## src/rtl/controller_pkg.sv

```systemverilog
// Shared encodings for the multi-cycle fetch/execute controller.
// Latency: n/a (types, constants and a pure helper function only).
// Backpressure: n/a.
package controller_pkg;

    typedef enum logic [2:0] {
        ST_IDLE,
        ST_FETCH,
        ST_EXEC,
        ST_ALU_WAIT,
        ST_HALTED,
        ST_FAULT
    } state_t;

    // Opcodes (4-bit base encoding; wider opcode buses zero-extend these)
    localparam logic [3:0] OP_NOP    = 4'b0000;
    localparam logic [3:0] OP_ADD    = 4'b0001;
    localparam logic [3:0] OP_SUB    = 4'b0010;
    localparam logic [3:0] OP_NOR    = 4'b0011;
    localparam logic [3:0] OP_MOV_RA = 4'b0100;
    localparam logic [3:0] OP_MOV_AR = 4'b0101;
    localparam logic [3:0] OP_JZ_REG = 4'b0110;
    localparam logic [3:0] OP_JZ_IMM = 4'b0111;
    localparam logic [3:0] OP_JC_REG = 4'b1000;
    localparam logic [3:0] OP_CALL   = 4'b1001;
    localparam logic [3:0] OP_JC_IMM = 4'b1010;
    localparam logic [3:0] OP_SHL    = 4'b1011;
    localparam logic [3:0] OP_SHR    = 4'b1100;
    localparam logic [3:0] OP_LDIMM  = 4'b1101;
    localparam logic [3:0] OP_RET    = 4'b1110;
    localparam logic [3:0] OP_HALT   = 4'b1111;

    // PC source select
    localparam logic [1:0] PCSEL_IMM = 2'd0;
    localparam logic [1:0] PCSEL_REG = 2'd1;
    localparam logic [1:0] PCSEL_STK = 2'd2;

    // Accumulator source select
    localparam logic [1:0] ACCSEL_ALU = 2'd0;
    localparam logic [1:0] ACCSEL_REG = 2'd2;
    localparam logic [1:0] ACCSEL_IMM = 2'd3;

    // ALU function codes
    localparam logic [3:0] ALU_NONE = 4'b0000;
    localparam logic [3:0] ALU_HOLD = 4'b1000;
    localparam logic [3:0] ALU_ADD  = 4'b1001;
    localparam logic [3:0] ALU_SUB  = 4'b1100;
    localparam logic [3:0] ALU_NOR  = 4'b0100;
    localparam logic [3:0] ALU_SHL  = 4'b0001;
    localparam logic [3:0] ALU_SHR  = 4'b0011;

    // Maps an ALU opcode to its function code; ALU_NONE for non-ALU opcodes
    function automatic logic [3:0] alu_func(input logic [3:0] op);
        case (op)
            OP_ADD:  return ALU_ADD;
            OP_SUB:  return ALU_SUB;
            OP_NOR:  return ALU_NOR;
            OP_SHL:  return ALU_SHL;
            OP_SHR:  return ALU_SHR;
            default: return ALU_NONE;
        endcase
    endfunction

endpackage

```

## src/rtl/controller_decode.sv

```systemverilog
// EXEC-state decoder: opcode + flags + stack status -> datapath strobe bundle.
// Latency: purely combinational, 0 cycles.
// Backpressure: none; the FSM decides when the bundle is used.
module controller_decode
    import controller_pkg::*;
#(
    parameter int OPW     = 4,
    parameter int ALUSELW = 4,
    parameter int MC_ALU  = 0
) (
    input  logic [OPW-1:0]     opcode,
    input  logic               zflag,
    input  logic               cflag,
    input  logic               stk_full,
    input  logic               stk_empty,
    output logic               inc_pc,
    output logic               load_pc,
    output logic [1:0]         sel_pc,
    output logic               load_reg,
    output logic               load_acc,
    output logic               load_alu,
    output logic [1:0]         sel_acc,
    output logic [ALUSELW-1:0] sel_alu,
    output logic               push,
    output logic               pop,
    output logic               to_alu_wait,
    output logic               to_halt,
    output logic               to_fault
);

    logic [3:0] op4;

    // Decode one instruction; opcodes outside the 4-bit map fall through as NOP
    always_comb begin
        op4         = (opcode <= OPW'(4'hF)) ? opcode[3:0] : OP_NOP;
        inc_pc      = 1'b0;
        load_pc     = 1'b0;
        sel_pc      = PCSEL_IMM;
        load_reg    = 1'b0;
        load_acc    = 1'b0;
        load_alu    = 1'b0;
        sel_acc     = ACCSEL_ALU;
        sel_alu     = '0;
        push        = 1'b0;
        pop         = 1'b0;
        to_alu_wait = 1'b0;
        to_halt     = 1'b0;
        to_fault    = 1'b0;
        case (op4)
            OP_ADD, OP_SUB, OP_NOR, OP_SHL, OP_SHR: begin
                load_alu = 1'b1;
                sel_acc  = ACCSEL_ALU;
                sel_alu  = ALUSELW'(alu_func(op4));
                if (MC_ALU != 0) begin
                    to_alu_wait = 1'b1;
                end else begin
                    load_acc = 1'b1;
                    inc_pc   = 1'b1;
                end
            end
            OP_MOV_RA: begin
                sel_acc  = ACCSEL_REG;
                load_acc = 1'b1;
                inc_pc   = 1'b1;
            end
            OP_MOV_AR: begin
                load_reg = 1'b1;
                inc_pc   = 1'b1;
            end
            OP_LDIMM: begin
                sel_acc  = ACCSEL_IMM;
                load_acc = 1'b1;
                inc_pc   = 1'b1;
            end
            OP_JZ_REG, OP_JZ_IMM: begin
                sel_pc  = (op4 == OP_JZ_REG) ? PCSEL_REG : PCSEL_IMM;
                load_pc = zflag;
                inc_pc  = ~zflag;
            end
            OP_JC_REG, OP_JC_IMM: begin
                sel_pc  = (op4 == OP_JC_REG) ? PCSEL_REG : PCSEL_IMM;
                load_pc = cflag;
                inc_pc  = ~cflag;
            end
            OP_CALL: begin
                if (stk_full) begin
                    to_fault = 1'b1;
                end else begin
                    push    = 1'b1;
                    sel_pc  = PCSEL_IMM;
                    load_pc = 1'b1;
                end
            end
            OP_RET: begin
                if (stk_empty) begin
                    to_fault = 1'b1;
                end else begin
                    pop     = 1'b1;
                    sel_pc  = PCSEL_STK;
                    load_pc = 1'b1;
                end
            end
            OP_HALT: begin
                to_halt = 1'b1;
            end
            default: begin
                inc_pc = 1'b1;
            end
        endcase
    end

endmodule

```

## src/rtl/controller_mc.sv

```systemverilog
// Multi-cycle fetch/execute controller with return stack pointer, HALT/resume and sticky FAULT.
// Latency: 2 cycles per instruction minimum, +1 per cycle imem_ack is low, +>=1 for ALU ops when MC_ALU=1.
// Backpressure: stalls in FETCH until imem_ack and in ALU_WAIT until alu_done.
module controller_mc
    import controller_pkg::*;
#(
    parameter int OPW         = 4,
    parameter int ALUSELW     = 4,
    parameter int STACK_DEPTH = 4,
    parameter int SPW         = 3,
    parameter int MC_ALU      = 0
) (
    input  logic               clk,
    input  logic               clb,
    input  logic [OPW-1:0]     opcode,
    input  logic               zflag,
    input  logic               cflag,
    input  logic               imem_ack,
    input  logic               alu_done,
    input  logic               resume,
    output logic               imem_req,
    output logic               loadIR,
    output logic               incPC,
    output logic               loadPC,
    output logic [1:0]         selPC,
    output logic               loadReg,
    output logic               loadAcc,
    output logic               loadAlu,
    output logic [1:0]         selAcc,
    output logic [ALUSELW-1:0] selAlu,
    output logic               push,
    output logic               pop,
    output logic [SPW-1:0]     sp,
    output logic               halted,
    output logic               fault
);

    state_t               state;
    logic                 stk_full;
    logic                 stk_empty;
    logic                 dec_inc_pc;
    logic                 dec_load_pc;
    logic [1:0]           dec_sel_pc;
    logic                 dec_load_reg;
    logic                 dec_load_acc;
    logic                 dec_load_alu;
    logic [1:0]           dec_sel_acc;
    logic [ALUSELW-1:0]   dec_sel_alu;
    logic                 dec_push;
    logic                 dec_pop;
    logic                 dec_to_alu_wait;
    logic                 dec_to_halt;
    logic                 dec_to_fault;

    assign stk_full  = (sp == SPW'(STACK_DEPTH));
    assign stk_empty = (sp == '0);

    controller_decode #(
        .OPW     (OPW),
        .ALUSELW (ALUSELW),
        .MC_ALU  (MC_ALU)
    ) u_decode (
        .opcode      (opcode),
        .zflag       (zflag),
        .cflag       (cflag),
        .stk_full    (stk_full),
        .stk_empty   (stk_empty),
        .inc_pc      (dec_inc_pc),
        .load_pc     (dec_load_pc),
        .sel_pc      (dec_sel_pc),
        .load_reg    (dec_load_reg),
        .load_acc    (dec_load_acc),
        .load_alu    (dec_load_alu),
        .sel_acc     (dec_sel_acc),
        .sel_alu     (dec_sel_alu),
        .push        (dec_push),
        .pop         (dec_pop),
        .to_alu_wait (dec_to_alu_wait),
        .to_halt     (dec_to_halt),
        .to_fault    (dec_to_fault)
    );

    // Datapath strobes per state; decoder bundle only reaches the pins in EXEC
    always_comb begin
        imem_req = 1'b0;
        loadIR   = 1'b0;
        incPC    = 1'b0;
        loadPC   = 1'b0;
        selPC    = PCSEL_IMM;
        loadReg  = 1'b0;
        loadAcc  = 1'b0;
        loadAlu  = 1'b0;
        selAcc   = ACCSEL_ALU;
        selAlu   = '0;
        push     = 1'b0;
        pop      = 1'b0;
        halted   = 1'b0;
        case (state)
            ST_FETCH: begin
                imem_req = 1'b1;
                selAlu   = ALUSELW'(ALU_HOLD);
                loadIR   = imem_ack;
            end
            ST_EXEC: begin
                incPC   = dec_inc_pc;
                loadPC  = dec_load_pc;
                selPC   = dec_sel_pc;
                loadReg = dec_load_reg;
                loadAcc = dec_load_acc;
                loadAlu = dec_load_alu;
                selAcc  = dec_sel_acc;
                selAlu  = dec_sel_alu;
                push    = dec_push;
                pop     = dec_pop;
            end
            ST_ALU_WAIT: begin
                // IR still holds the ALU opcode, so the decoder keeps selAlu stable
                loadAlu = 1'b1;
                selAlu  = dec_sel_alu;
                selAcc  = ACCSEL_ALU;
                loadAcc = alu_done;
                incPC   = alu_done;
            end
            ST_HALTED: begin
                halted = 1'b1;
                incPC  = resume;
            end
            default: begin
            end
        endcase
    end

    // State sequencing, return-stack pointer and sticky fault flag
    always_ff @(posedge clk or posedge clb) begin
        if (clb) begin
            state <= ST_IDLE;
            sp    <= '0;
            fault <= 1'b0;
        end else begin
            case (state)
                ST_IDLE: state <= ST_FETCH;
                ST_FETCH: begin
                    if (imem_ack) state <= ST_EXEC;
                end
                ST_EXEC: begin
                    if (dec_to_fault) begin
                        state <= ST_FAULT;
                        fault <= 1'b1;
                    end else if (dec_to_alu_wait) begin
                        state <= ST_ALU_WAIT;
                    end else if (dec_to_halt) begin
                        state <= ST_HALTED;
                    end else begin
                        state <= ST_FETCH;
                    end
                    if (dec_push) sp <= sp + SPW'(1);
                    if (dec_pop)  sp <= sp - SPW'(1);
                end
                ST_ALU_WAIT: begin
                    if (alu_done) state <= ST_FETCH;
                end
                ST_HALTED: begin
                    if (resume) state <= ST_FETCH;
                end
                ST_FAULT: begin
                    fault <= 1'b1;
                end
                default: begin
                    // unused encodings are treated as a fault
                    state <= ST_FAULT;
                    fault <= 1'b1;
                end
            endcase
        end
    end

endmodule

```

## config.mk

```make
export PLATFORM = sky130hd
export DESIGN_NAME = controller_mc
export DESIGN_NICKNAME = d
export VERILOG_FILES = /design/src/rtl/controller_pkg.sv /design/src/rtl/controller_decode.sv /design/src/rtl/controller_mc.sv
export SDC_FILE = /design/constraint.sdc
export NUM_CORES = 1
export LEC_CHECK = 0
export BUFFER_PORTS_ARGS = -buffer_cell sky130_fd_sc_hd__buf_2
export CORE_ASPECT_RATIO = 0.8
export CORE_UTILIZATION = 46
export DETAILED_ROUTE_END_ITERATION = 8
export PLACE_DENSITY = 0.81
export SYNTH_ARGS = -nofsm -noshare
export SYNTH_HDL_FRONTEND = slang
export SYNTH_SLANG_ARGS = --single-unit
```

## constraint.sdc

```tcl
create_clock -name clk -period 2 [get_ports clk]
set_input_delay 0.1 -clock clk [delete_from_list [all_inputs] [get_ports clk]]
set_output_delay 0.1 -clock clk [all_outputs]
set_load 0.01 [all_outputs]
```

==> metrics.txt <==
Avg Cell Area, Syn=roughly 7.8 um2; via density per instance=~5.5; met1 Resource Use GR=32.0%; Fmax=534 MHz; M2 GR Usage=between 30 and 40%; total gr overflow=0; # clock sinks=7; Post-Syn Nets=109; I/O pin count=33; Max-Cap Viols=0; detailed-route DRC error count=0; Switching Share=~47%; register area share after synthesis=around a quarter; detailed-route wire length per cell=~13 um; Setup-failing EPs final=0; layout cell share with drive strength beyond 1=approximately 32%; Yosys cell types=36; H-Tree Depth=1; Seq pwr share=a little under a third; global-route met3 utilization=9.91%; CP peak stage delay=roughly 0.47 ns; Slowest-stage cell, CP=or3b_4; WP data arrival=1.77 ns; Tightest Pin Transition=approximately 0.46 ns; asr flop ratio synth=100%; status=completed; final hold slack=~0.12 ns; Fill cells=around 140; Crit Path Category=reg -> out; Synth top cells by count=10 x nor2_1, 7 x a21oi_1, 7 x dfrtp_1, 7 x inv_1, 7 x nand2_1; Final TNS setup=0 ns; Pleak=between 0.4 and 0.5 nW; vias in the first global route=a little under 700; worst vdd ir=approximately 0.7 mV; ys flop type=dfrtp_1; core area=1460 um2; pin count of the biggest net entering global routing=16; Comb power frac=56.0%; Final ANT Viol Nets=0; Fin. Hold Viols=0; internal power=500 uW; cell count after synthesis=97; clk root buf=clkbuf_4; switching power=440 uW; setup bufs post-CTS=0; Max Slew Vio Count=0; die width=47.2 um; Final Cell Area=around 960 um2; Slew HR=about two thirds; Total Routed Length=1910 um; Routability Congestion=0.847; Hold Path Class=in -> reg; EDFF count, synth=0; Post-DP HPWL=about 1500 um; final-stage net count=between 100 and 150; GRT busiest layer=met2; CP cell instances=or3b_4 -> nor4b_2 -> o21bai_1 -> buf_2; IO buf count=32; worst path required time=1.90 ns; nature of the critical path startpoint=flip-flop; CP Capture Type=output pin; Die ar.=1800 um2; CTS tree=done; initial antenna violation count=0; CP max FO=10; synth-to-layout area growth=27.9%; crit share post-route=93.6%; time the worst path needs with I/O delays and setup=approximately 1.9 ns; via count=823; count leader, synth=nor2_1; DRT Pass-1 Iters=4; Clock transition at path regs=~0.05 ns; placed inst area=roughly 920 um2; GRT Overall Usage=24.7%; clock latency on the worst-skew pair=approximately 0.26 ns; initial drt markers=21; clk buf depth=2; Yosys Warn Count=0; Synth Cell Area=around 750 um2; row count=12; Initial Util=approximately half; top post-synthesis cells by area=dfrtp_1 23%, nor2_1 5.0%, nor3b_1 5.0%; Inserted Clock Buffers=3; top-area cell type share of the netlist area=a little under a quarter; RSZ-0062 raised after global routing=no; Chip Height=38.2 um; pwr/cell area=just under 1000 nW/um2; Antenna Cells=0; Yosys reg bits=7; clock share of power=between 10% and 20%; Synth area leader=dfrtp_1; first-pass GRT wire length=around 3000 um; Worst Clk Skew=0.00363 ns
[worst max-delay path, delay by kind of cell (launching register included)]
kind	cells	cell delay, ns
buf+inv	1	0.14
simple gates	2	0.77
compound gates	1	0.14
flops	1	0.46
[layout by cell type (no fill, tap or decap), drive strengths merged, types with 2 or more instances in the layout]
| master | netlist | final |
|---|---|---|
| buf | 3 | 35 |
| nand2b | 3 | 3 |
| inv | 7 | 7 |
| and2 | 2 | 2 |
| dfrtp | 7 | 7 |
| xnor2 | 3 | 3 |
| clkbuf | 4 | 4 |
| nor2 | 10 | 10 |
| mux2i | 3 | 3 |
| nor3 | 7 | 7 |
| o21bai | 2 | 2 |
| o31ai | 2 | 2 |
| nor2b | 5 | 5 |
| a21oi | 7 | 7 |
| nand2 | 7 | 7 |
| o21ai | 3 | 3 |
| nor3b | 5 | 5 |
| o21a | 2 | 2 |
[power by group through the flow]
| stage | Sequential, mW | Clock (mW) | Combinational [mW] |
|---|---|---|---|
| after floorplan | 0.270 | 0 | 0.356 |
| after global placement | 0.274 | 0 | 0.507 |
| after detailed placement | 0.283 | 0 | 0.518 |
| after CTS | 0.280 | 0.136 | 0.525 |
| after global routing | 0.296 | 0.149 | 0.587 |
| final | 0.283 | 0.131 | 0.526 |
[cell families after synthesis]
logic type | count (synthesis) | share of synthesized area [%]
DFF | 7 | 23.3
adders and majority gates | 1 | 2.66
muxes | 3 | 3.99
and+or+nand+nor | 46 | 36.2
buffers and inverters | 14 | 8.47
AOI/OAI and AO/OA | 22 | 20.8
xor gates and xnor gates | 4 | 4.65
[what timing repair did]
action	4_1_cts	5_1_grt
resized for setup	0	1
hold buffers	1	0
endpoints found under the hold margin	7	0
setup endpoints to repair	0	1
[per-layer routing]
metal  share of wire [%]  wire [um]
met3                 6.2        119
met2                  49        929
met1                  45        863
met4                   0          0
met5                   0          0
[final timing paths]
check / start / to / slack, ns / depth (start not counted)
setup / recovery: state[2] / loadAcc / 0.13 / 4
hold / removal: imem_ack / state[1] / 0.12 / 3
setup reg to reg: sp[2] / sp[2] / 0.34 / 6
hold reg to reg: fault / fault / 0.50 / 1
max in group asynchronous: clb / state[0] / 1.46 / 3
min in group asynchronous: clb / sp[1] / 0.33 / 3
[flip-flops by register name (all words and copies together) (netlist names)]
| signal | count |
|---|---|
| state | 3 |
| fault | 1 |
| sp | 3 |
[layout make-up]
| class | count | area (um2) | share of cell area (%) |
|---|---|---|---|
| inverter | 7 | 26.3 | 2.73 |
| multi-input combinational | 76 | 517 | 53.6 |
| tap | 21 | 26.3 | 2.73 |
| timing repair buffer | 36 | 193 | 20.0 |
| clock buffer | 4 | 26.3 | 2.73 |
| sequential | 7 | 175 | 18.2 |
[metrics by stage]
stage          cells  setup slack, ns  util (%)  power (mW)
6_report         151            0.129      66.2       0.940
5_1_grt          151          0.00550      66.2        1.03
4_1_cts          151           0.0158      66.0       0.940
3_5_place_dp     146            0.294      63.5       0.801
3_3_place_gp     146            0.350      63.5       0.781
2_1_floorplan     97            0.326         -       0.626
Note: power is estimated with default switching activity, not from simulation.
